File: src/rtl/keypad_scan_ctrl.sv
// Keypad scan sequencer: paces the active-low column drive, debounces whole 3-column
// frames and emits one key_valid (or key_error) pulse one cycle after the deciding frame.
module keypad_scan_ctrl #(
   parameter int SCAN_DIV = 1000,
   parameter int DEBOUNCE = 4
) (
   input  logic       clk,
   input  logic       rst,
   input  logic       scan_en,
   input  logic [3:0] row,
   output logic [2:0] column,
   output logic [3:0] key_code,
   output logic       key_valid,
   output logic       key_held,
   output logic       key_error
);
   localparam int         CW      = $clog2(SCAN_DIV);
   localparam logic [3:0] DB      = 4'(DEBOUNCE);
   localparam logic [2:0] COL_A   = 3'b110;
   localparam logic [2:0] COL_C   = 3'b011;
   localparam logic [2:0] COL_OFF = 3'b111;

   typedef enum logic [1:0] {RES_NONE, RES_SINGLE, RES_MULTI} res_t;
   typedef enum logic [1:0] {IDLE, PRESSED, BLOCKED} state_t;

   logic [3:0]    row_s1_q, row_s1_d, row_s2_q, row_s2_d;
   logic [CW-1:0] cnt_q, cnt_d;
   logic [2:0]    column_q, column_d;
   res_t          acc_res_q, acc_res_d, prev_res_q, prev_res_d;
   logic [3:0]    acc_code_q, acc_code_d, prev_code_q, prev_code_d;
   logic          frame_done_q, frame_done_d;
   logic [3:0]    stab_q, stab_d;
   state_t        state_q, state_d;
   logic [3:0]    key_code_q, key_code_d;
   logic          key_valid_q, key_valid_d;
   logic          key_held_q, key_held_d;
   logic          key_error_q, key_error_d;

   res_t          samp_res, base_res;
   logic [3:0]    samp_code;
   logic          match, evt;

   function automatic logic [3:0] key_map(input logic [2:0] col, input logic [3:0] r);
      logic [3:0] code;
      code = 4'd0;
      case ({col, r})
         7'b110_0111: code = 4'd11;
         7'b110_1011: code = 4'd9;
         7'b110_1101: code = 4'd6;
         7'b110_1110: code = 4'd3;
         7'b101_0111: code = 4'd0;
         7'b101_1011: code = 4'd8;
         7'b101_1101: code = 4'd5;
         7'b101_1110: code = 4'd2;
         7'b011_0111: code = 4'd10;
         7'b011_1011: code = 4'd7;
         7'b011_1101: code = 4'd4;
         7'b011_1110: code = 4'd1;
         default:     code = 4'd0;
      endcase
      return code;
   endfunction

   always_comb begin
      row_s1_d     = row;
      row_s2_d     = row_s1_q;
      cnt_d        = cnt_q;
      column_d     = column_q;
      acc_res_d    = acc_res_q;
      acc_code_d   = acc_code_q;
      frame_done_d = 1'b0;
      prev_res_d   = prev_res_q;
      prev_code_d  = prev_code_q;
      stab_d       = stab_q;
      state_d      = state_q;
      key_code_d   = key_code_q;
      key_valid_d  = 1'b0;
      key_held_d   = key_held_q;
      key_error_d  = 1'b0;
      match        = 1'b0;
      evt          = 1'b0;

      case (row_s2_q)
         4'b1111:                            samp_res = RES_NONE;
         4'b0111, 4'b1011, 4'b1101, 4'b1110: samp_res = RES_SINGLE;
         default:                            samp_res = RES_MULTI;
      endcase
      samp_code = key_map(column_q, row_s2_q);
      base_res  = (column_q == COL_A) ? RES_NONE : acc_res_q;

      if (!scan_en) begin
         column_d    = COL_OFF;
         cnt_d       = '0;
         acc_res_d   = RES_NONE;
         acc_code_d  = '0;
         prev_res_d  = RES_NONE;
         prev_code_d = '0;
         stab_d      = '0;
         state_d     = IDLE;
         key_held_d  = 1'b0;
      end else if (column_q == COL_OFF) begin
         // first enabled cycle after parking: start a fresh frame on column 110
         column_d = COL_A;
         cnt_d    = '0;
      end else begin
         if (cnt_q == CW'(SCAN_DIV - 1)) begin
            cnt_d        = '0;
            column_d     = {column_q[1:0], column_q[2]};
            frame_done_d = (column_q == COL_C);
            if (samp_res == RES_MULTI || (samp_res == RES_SINGLE && base_res != RES_NONE)) begin
               acc_res_d  = RES_MULTI;
               acc_code_d = '0;
            end else if (samp_res == RES_SINGLE) begin
               acc_res_d  = RES_SINGLE;
               acc_code_d = samp_code;
            end else begin
               acc_res_d  = base_res;
               acc_code_d = (column_q == COL_A) ? 4'd0 : acc_code_q;
            end
         end else begin
            cnt_d = cnt_q + CW'(1);
         end

         if (frame_done_q) begin
            match = (acc_res_q == prev_res_q) && (acc_code_q == prev_code_q);
            if (match) begin
               if (stab_q != DB) stab_d = stab_q + 4'd1;
               evt = (stab_q == DB - 4'd1);
            end else begin
               stab_d      = 4'd1;
               evt         = (DB == 4'd1);
               prev_res_d  = acc_res_q;
               prev_code_d = acc_code_q;
            end

            if (evt) begin
               case (state_q)
                  IDLE: begin
                     if (acc_res_q == RES_SINGLE) begin
                        key_code_d  = acc_code_q;
                        key_valid_d = 1'b1;
                        key_held_d  = 1'b1;
                        state_d     = PRESSED;
                     end else if (acc_res_q == RES_MULTI) begin
                        key_error_d = 1'b1;
                        state_d     = BLOCKED;
                     end
                  end
                  PRESSED: begin
                     if (acc_res_q == RES_NONE) begin
                        key_held_d = 1'b0;
                        state_d    = IDLE;
                     end else if (acc_res_q == RES_MULTI || acc_code_q != key_code_q) begin
                        key_held_d = 1'b0;
                        state_d    = BLOCKED;
                     end
                  end
                  BLOCKED: begin
                     if (acc_res_q == RES_NONE) state_d = IDLE;
                  end
                  default: state_d = IDLE;
               endcase
            end
         end
      end
   end

   always_ff @(posedge clk or negedge rst) begin
      if (!rst) begin
         row_s1_q     <= 4'b1111;
         row_s2_q     <= 4'b1111;
         cnt_q        <= '0;
         column_q     <= COL_A;
         acc_res_q    <= RES_NONE;
         acc_code_q   <= '0;
         frame_done_q <= 1'b0;
         prev_res_q   <= RES_NONE;
         prev_code_q  <= '0;
         stab_q       <= '0;
         state_q      <= IDLE;
         key_code_q   <= '0;
         key_valid_q  <= 1'b0;
         key_held_q   <= 1'b0;
         key_error_q  <= 1'b0;
      end else begin
         row_s1_q     <= row_s1_d;
         row_s2_q     <= row_s2_d;
         cnt_q        <= cnt_d;
         column_q     <= column_d;
         acc_res_q    <= acc_res_d;
         acc_code_q   <= acc_code_d;
         frame_done_q <= frame_done_d;
         prev_res_q   <= prev_res_d;
         prev_code_q  <= prev_code_d;
         stab_q       <= stab_d;
         state_q      <= state_d;
         key_code_q   <= key_code_d;
         key_valid_q  <= key_valid_d;
         key_held_q   <= key_held_d;
         key_error_q  <= key_error_d;
      end
   end

   assign column    = column_q;
   assign key_code  = key_code_q;
   assign key_valid = key_valid_q;
   assign key_held  = key_held_q;
   assign key_error = key_error_q;
endmodule

File: config.mk
export PLATFORM = sky130hd
export DESIGN_NAME = keypad_scan_ctrl
export DESIGN_NICKNAME = d
export VERILOG_FILES = /design/src/rtl/keypad_scan_ctrl.sv
export SDC_FILE = /design/constraint.sdc
export NUM_CORES = 1
export LEC_CHECK = 0
export CORE_ASPECT_RATIO = 1.75
export CORE_MARGIN = 2
export CORE_UTILIZATION = 45
export DETAILED_ROUTE_END_ITERATION = 8
export GPL_ROUTABILITY_DRIVEN = 0
export HOLD_SLACK_MARGIN = 0.06
export MAX_ROUTING_LAYER = met4
export SETUP_SLACK_MARGIN = 0.4
export SLEW_MARGIN = 10
export SYNTH_ARGS = -nofsm -noshare
export SYNTH_HDL_FRONTEND = slang
export SYNTH_SLANG_ARGS = --single-unit
File: constraint.sdc
create_clock -name clk -period 3.02 [get_ports clk]
set_input_delay 0.453 -clock clk [delete_from_list [all_inputs] [get_ports clk]]
set_output_delay 0.453 -clock clk [all_outputs]
set_load 0.005 [all_outputs]
Word level (Yosys, flattened, before mapping)
Index checks and enable logic that the tools add are counted.
W data, S select, Z words.
- register bits: 47
- output and inout bits: 10
- add/subtract/negate cells: 2
- equal/unequal tests: 44
- mux-type cells: 71
- bitwise operators: 1
- reductions and logical operators: 15
- operators by type and width (cell ; count):
    $mux W4 ; 15
    $eq A7 B7 Y1 const B ; 7
    $pmux W4 S11 ; 1
    $mux W2 ; 19
    $mux W10 ; 3
    $eq A7 B6 Y1 const B ; 4
    $mux W1 ; 27
    $reduce_and A6 Y1 ; 3
    $eq A4 B4 Y1 const B ; 4
    $add A10 B1 Y10 const B ; 1
    $eq A10 B10 Y1 const B ; 1
    $mux W3 ; 3
    $reduce_and A3 Y1 ; 3
    $ne A4 B4 Y1 const B ; 2
    $eq A2 B1 Y1 const B ; 3
    $eq A2 B2 Y1 const B ; 3
    $eq A3 B3 Y1 const B ; 2
    $ne A2 B1 Y1 const B ; 3
    $ne A3 B1 Y1 const B ; 2
    $ne A3 B3 Y1 const B ; 2
    $pmux W2 S3 ; 1
    $add A4 B1 Y4 const B ; 1
    $eq A4 B2 Y1 const B ; 1
    $eq A4 B3 Y1 const B ; 1
    17 further kinds ; 21

Logic depth before layout (Yosys ltp)
Gate-level depths: netlist of the first run.
- word-level depth: 10
- depth in mapped cells: 7
- gate-level depth less buffers: 7

Least setup slack after synthesis of the first run
No wires, ideal clock.
- kind: register to register
- start: reg cnt_q[0]
- end: reg acc_code_q[0]
- setup time: 125 ps
- data arrival time: 1775 ps
- data required time: 2895 ps
- path slack: 1120 ps
- cell stages (with the launch flop): 8
- clock period less this slack: 1900 ps
- cells stage by stage: dfrtp_1 > ha_1 > nand4b_1 > or3_1 > buf_6 > nand2b_4 > a22oi_4 > mux2_4
- longest elaborated chain between the ends: 3
- ends and longest elaborated chain (element ; line ; source):
    start: declaration ; 27 ; logic [CW-1:0] cnt_q, cnt_d;
    start signal: assignment ; 188 ; cnt_q <= cnt_d;
    $eq A10 B10 Y1 ; 106 ; if (cnt_q == CW'(SCAN_DIV - 1)) begin
    $ne A2 B1 Y1 (no line) ; -- ;
    $reduce_and A3 Y1 (no line) ; -- ;
    end signal: assignment ; 191 ; acc_code_q <= acc_code_d;
    end: declaration ; 30 ; logic [3:0] acc_code_q, acc_code_d, prev_code_q, prev_code_d;
No other way between the ends.
A chain may end at the register's enable or synchronous reset.

Worst setup path in the final report of the first run
- start: reg column_q[0] (netlist: column[0])
- end: reg key_code_q[3] (netlist: key_code[3])
- longest elaborated chain between the ends: 3
- ends and longest elaborated chain (element ; line ; source):
    start: declaration ; 28 ; logic [2:0] column_q, column_d;
    start signal: assignment ; 189 ; column_q <= column_d;
    $eq A3 B3 Y1 ; 101 ; end else if (column_q == COL_OFF) begin
    $not A1 Y1 (no line) ; -- ;
    $reduce_and A6 Y1 (no line) ; -- ;
    end signal: assignment ; 197 ; key_code_q <= key_code_d;
    end: declaration ; 34 ; logic [3:0] key_code_q, key_code_d;
No other way between the ends.

==> results of run 1 <==
## Yosys cell counts, types with 3 or more instances
cell,number,area [sq um]
xnor2_1,21,184
clkbuf_1,4,15.0
dfrtp_1,37,926
nor2b_1,3,18.8
ha_1,3,37.5
a21oi_1,12,60.1
nor4_1,3,18.8
buf_2,6,30.0
inv_1,14,52.6
mux2_1,4,45.0
dfstp_2,10,263
o31ai_1,3,22.5
xor2_1,4,35.0
nand2_1,24,90.1
o21ai_0,6,30.0
nor3_1,3,15.0
nand4_1,5,31.3
o211ai_1,6,45.0
nand3_1,9,45.0
and3_1,4,25.0
nor2_1,20,75.1
mux2i_1,9,90.1
nor3b_1,4,30.0
nand4b_1,3,26.3
## state kept, by name, summed over array words and instances (netlist names), 3 cells and up
signal and cells:
prev_code_q 4, acc_code_q 4, key_code 4, row_s1_q 4
column 3, row_s2_q 4, stab_q 4, cnt_q 10
## metrics by stage
step,instances,hold slack [ns]
CTS,344,0.359
global route,344,0.361
finish,344,0.306
floorplan,257,0.157
global placement,336,0.346
detailed placement,336,0.347
## path summary, 6_finish.rpt
path	startpoint	end	slack, ns	depth (start not counted)
max reg2reg	column[0]	key_code[3]	0.79	5
max in group asynchronous	rst	cnt_q[8]	2.06	1
min reg2reg	row_s1_q[0]	row_s2_q[0]	0.36	0
min in group clk	row_s1_q[0]	row_s2_q[0]	0.36	0
max	column[0]	key_code[3]	0.79	5
min	rst	prev_res_q[1]	0.31	1
## final cells by class
class | count | area share
Clock inverter | 3 | 0.0152
Sequential cell | 47 | 0.413
Tap cell | 76 | 0.0330
Timing Repair Buffer | 18 | 0.0591
Clock buffer | 5 | 0.0239
Inverter | 14 | 0.0183
Multi-Input combinational cell | 181 | 0.438
## worst reg2reg max path: stages, from the launching register on
cell	delay [ns]
dfrtp_1	0.53
nand3_2	0.18
nand2_1	0.30
nor4_1	0.45
and2_1	0.32
mux2_1	0.35
## cell families (layout without fill, tap and decap cells)
logic type	count (synthesis)	after routing
compound gates	45	45
xor+xnor	25	25
fa+ha+maj	3	3
buf+inv	29	40
flops	47	47
mux	15	15
simple gates	93	93
## power by group through the flow
stage | Sequential, mW | Combinational, mW | Clock, mW
after floorplan | 0.690 | 0.100 | 0
after global placement | 0.709 | 0.140 | 0
after detailed placement | 0.710 | 0.140 | 0
after CTS | 0.698 | 0.141 | 0.484
after global routing | 0.702 | 0.157 | 0.505
final | 0.698 | 0.138 | 0.466
## metal layers
metal / routed length [um] / vias up
li1: - / 919
met1: 2060 / 898
met2: 2800 / 28
met3: 139 / 10
met4: 127 / 0
met5: 0 / -
==> results.toml, run 1 <==
[sta]
timing.final.ws_setup_ns = 0.786
min_period_ns = 2.23
hold_violations = 0
finalMaxSlewViolations = 0
fin_tns_setup_ns = 0
fin_skew_ns = 0.0159
rsz0062_at_grt = "no"
max-slew-margin-rel = 0.312
fmax_ghz = 0.448
fin_crit_sh = 0.740
worst_slew_pin_slew_ns = 1.03
setup_viol_count_final = 0

[global_routing]
grtUsageMet1 = 0.213
grt_pass1_wl_mm = 8.66
grt_antenna_before_repair = 0
overflow = 0
grt_max_degree = 48
busiest_layer = "met2"
groute.usage.overall = 0.184
use_met2 = 0.305
grt_use_met3 = 0.0299
grt_pass1_vias = 1799

[pwr]
switching_share = 0.257
total_leakage_power_nw = 1.23
internal_power_mw = 0.967
combPwrFrac = 0.106
clockPowerShare = 0.358
p_per_area_nw_per_um2 = 452
p_seq_frac = 0.536
vdd_ir_drop_max_v = 0.000290
total_power_mw = 1.30
switchingPower_mw = 0.335

[run]
max_cap_violations = 0

[clock_network]
cts_hold_buf = 0
cts_buffer_depth = 2
root_buffer = "clkbuf_8"
clk_latency_ns = 0.31
htree_levels = 2
post-cts-setup-buffers = 0
clock_sinks = 47
numCtsBuffers = 5
ctsResizeCount = 0
cts_tree = "built"
clkTransAtPathRegs_ns = 0.10

[drt]
post-route-drc-count = 0
firstDrtPassIters = 4
vias = 1855
via_per_inst = 5.39
finalWirelength_mm = 5.13
detail-route-antenna-nets = 0
drt_iter0_drc = 103
drt-wirelength-per-cell_um = 14.9

[worst_setup_path]
endpoint_kind = "flop"
crit_slowest_cell = "dfrtp_1"
max_stage_delay_ns = 0.53
cpLargestDelayFamily = "simple AND/OR/NAND/NOR gates"
crit_chain = "nand3_2, nand2_1, nor4_1, and2_1, mux2_1"
path_class = "flop to flop"
cp.required_ns = 3.22
worstSetupStartpointType = "flop"
cp.arrival_ns = 2.43
crit_path_max_fanout = 14
critPathBufInv = 0

[cells_and_area]
final_core_util = 0.520
drive_gt1_frac = 0.104
layout_common_cells = "dfrtp_1 (37), nand2_1 (24), xnor2_1 (21)"
regArea_sq_um = 1190
design_area_sq_um = 2880
final_common_cell = "dfrtp_1"
nFillCells = 538
insertedDiodeCount = 0
multiInputGateArea_sq_um = 1260
nets = 277
synthToLayoutAreaGrowth_pct = 11.4

[floorplanning]
die_w_um = 61.3
core_sq_um = 5540
num_io_pins = 17
rows = 36
die_area_sq_um = 6390
chipHeight_um = 104
start_util = 0.466

[yosys]
avgSynthCellArea_sq_um = 10.1
synth_top_family_by_area = "simple AND/OR/NAND/NOR gates"
syn_nets = 267
yosys.cell_types.count = 56
synth_xor_xnor_area_share = 0.0847
synth_area_sq_um = 2580
ys_seq_elements = 47
yosysWarnings = 0
synthAdderAreaFrac = 0.0145
synthMuxAreaShare = 0.0639
seq_area_frac_synth = 0.460
async_reset_ff_frac = 1.00
synth_compound_gate_area_share = 0.127
synth_ff_type = "dfrtp_1"
syn_inst = 257
synth_simple_gate_area_frac = 0.197
synth-edff-count = 0

[placement]
dpl.hpwl_mm = 3.72
placed_area_sq_um = 2770
port_buffers = 16
pre_cts_ws_ns = 0.650

[run_status]
status = "finished clean"

[min_path]
min_path_type = "input pin to asynchronous set/reset pin"
(Power assumes the default switching activity.)
==> run 2, diff against run 1 <==
PLACE_DENSITY = 0.66   (was unset)
clock period = 1.96 ns   (was 3.02 ns; I/O delays follow)
==> run 2 against run 1 <==
Register-to-register slack worse by 0.64 ns. Core utilization is 12 points higher. Clock power is 77% higher. Global-route usage is 0.93 points higher. Critical path depth is 1 higher. Sequential cell count stayed put. Power is 69% higher. First-iteration DRC count is 43% lower. Critical path type unchanged. Critical endpoint is now acc_code_q[0].
==> results.toml, run 2 (synthesis results as in run 1) <==
[drt]
finalWirelength_mm = 5.93
post-route-drc-count = 0
firstDrtPassIters = 4
vias = 2087
wl_met2_mm = 3.42
dr_wl_met3_um = 129
detail-route-antenna-nets = 0
dr.max_layer_used = "met4"
drt-wirelength-per-cell_um = 15.0
drt_iter0_drc = 59
wl_met1_mm = 2.23
via_per_inst = 5.30

[floorplanning]
start_util = 0.466
core_sq_um = 5540
die_area_sq_um = 6390
die_w_um = 61.3
num_io_pins = 17
chipHeight_um = 104
rows = 36

[sta]
max-slew-margin-rel = 0.610
whs_ns = 0.0773
setup_viol_count_final = 0
worst_slew_pin_slew_ns = 0.586
rsz0062_at_grt = "yes"
min_period_ns = 1.81
timing.final.ws_setup_ns = 0.151
finalMaxSlewViolations = 0
hold_violations = 0
fin_skew_ns = 0.0139
fin_crit_sh = 0.923
fmax_ghz = 0.553

[worst_setup_path]
crit_slowest_cell = "dfrtp_1"
cp.required_ns = 2.15
worstSetupEndpoint = "acc_code_q[0]"
r2r_start = "cnt_q[0]"
crit_path_max_fanout = 3
path_class = "flop to flop"
crit_chain = "ha_2, nand4b_1, or3_4, nand2b_4, a22oi_4, mux2_4"
worstSetupStartpointType = "flop"
r2r_slack_ns = 0.15
cp.arrival_ns = 2.00
endpoint_kind = "flop"
max_stage_delay_ns = 0.36
reg2reg_depth = 6
regToRegEndpoint = "acc_code_q[0]"
startpoint = "cnt_q[0]"

[placement]
dpl.hpwl_mm = 3.75
pre_cts_ws_ns = -0.254
port_buffers = 16

[run_status]
status = "finished clean"

[cells_and_area]
largest_reg_flops = 10
nets = 327
layout_common_cells = "buf_4 (39), dfrtp_1 (37), nand2_1 (22)"
final_common_cell = "buf_4"
synthToLayoutAreaGrowth_pct = 36.9
regMostFlops = "cnt_q"
insertedDiodeCount = 0
drive_gt1_frac = 0.349

[clock_network]
root_buffer = "clkbuf_8"
cts_tree = "built"
clk_latency_ns = 0.30
clkTransAtPathRegs_ns = 0.09
htree_levels = 2
cts_buffer_depth = 2
numCtsBuffers = 5
cts_hold_buf = 0
clock_sinks = 47

[global_routing]
grt_antenna_before_repair = 0
overflow = 0
groute.usage.overall = 0.193
grt_max_degree = 48
grt_pass1_vias = 2078
grt_pass1_wl_mm = 9.23

[pwr]
total_power_mw = 2.20
total_leakage_power_nw = 1.54
vdd_ir_drop_max_v = 0.000470
p_per_area_nw_per_um2 = 623

[min_path]
min_path_type = "input pin to asynchronous set/reset pin"

[run]
max_cap_violations = 0
run 2: changes by cell type in the layout (fill, tap and decap cells not counted), sizes merged:
cell,before,now
clkbuf,5,6
dlygate4sd2,0,3
clkdlybuf4s50,15,12
buf,3,53
bufinv,1,2
clkinv,2,0
run 2: cell type report:
type	count	area, sq um
flip-flops and latches	47	1190
clock inverters	2	60.1
multi-input cells	181	1470
repair buffers	68	594
clock buffers	6	72.6
fillers	452	2000
inverters	14	52.6
well taps	76	95.1
run 2: where the power goes:
group / internal [mW] / switching, mW / leakage [nW]
Sequential: 1.01 / 0.0392 / 0.614
Clock: 0.510 / 0.313 / 0.0654
Combinational: 0.153 / 0.172 / 0.858
run 2: routing by layer:
metal | vias to the layer above | track usage
li1 | 1015 | -
met1 | 1028 | 0.205
met2 | 31 | 0.328
met3 | 13 | 0.0323
met4 | 0 | 0.0963
met5 | - | -
run 2: what timing repair did:
item                                    4_1_cts  5_1_grt
buffers inserted                              8       10
gates resized for setup                      16       39
pin swaps                                     6       15
endpoints found under the setup margin       37       37
run 2: worst min path at each step:
stage                    end
6_report         key_code[0]
5_1_grt          key_code[0]
4_1_cts        prev_res_q[0]
3_5_place_dp     row_s2_q[0]
3_3_place_gp     row_s2_q[0]
2_1_floorplan  acc_code_q[0]
run 2: worst max-delay path: cells and delay by family, from the launching register on:
family | cells | cell delay, ns
flops | 1 | 0.36
compound gates | 1 | 0.22
simple gates | 3 | 0.62
fa+ha+maj | 1 | 0.18
mux | 1 | 0.32
run 2: through the flow:
stage,std cells,TNS (ns),utilization,instance area [sq um]
2_1_floorplan,257,0,-,2640
3_5_place_dp,368,-1.45,0.549,3040
6_report,394,0,0.638,3540
4_1_cts,384,0,0.593,3290
5_1_grt,394,0,0.638,3540
3_3_place_gp,368,-0.961,0.549,3040
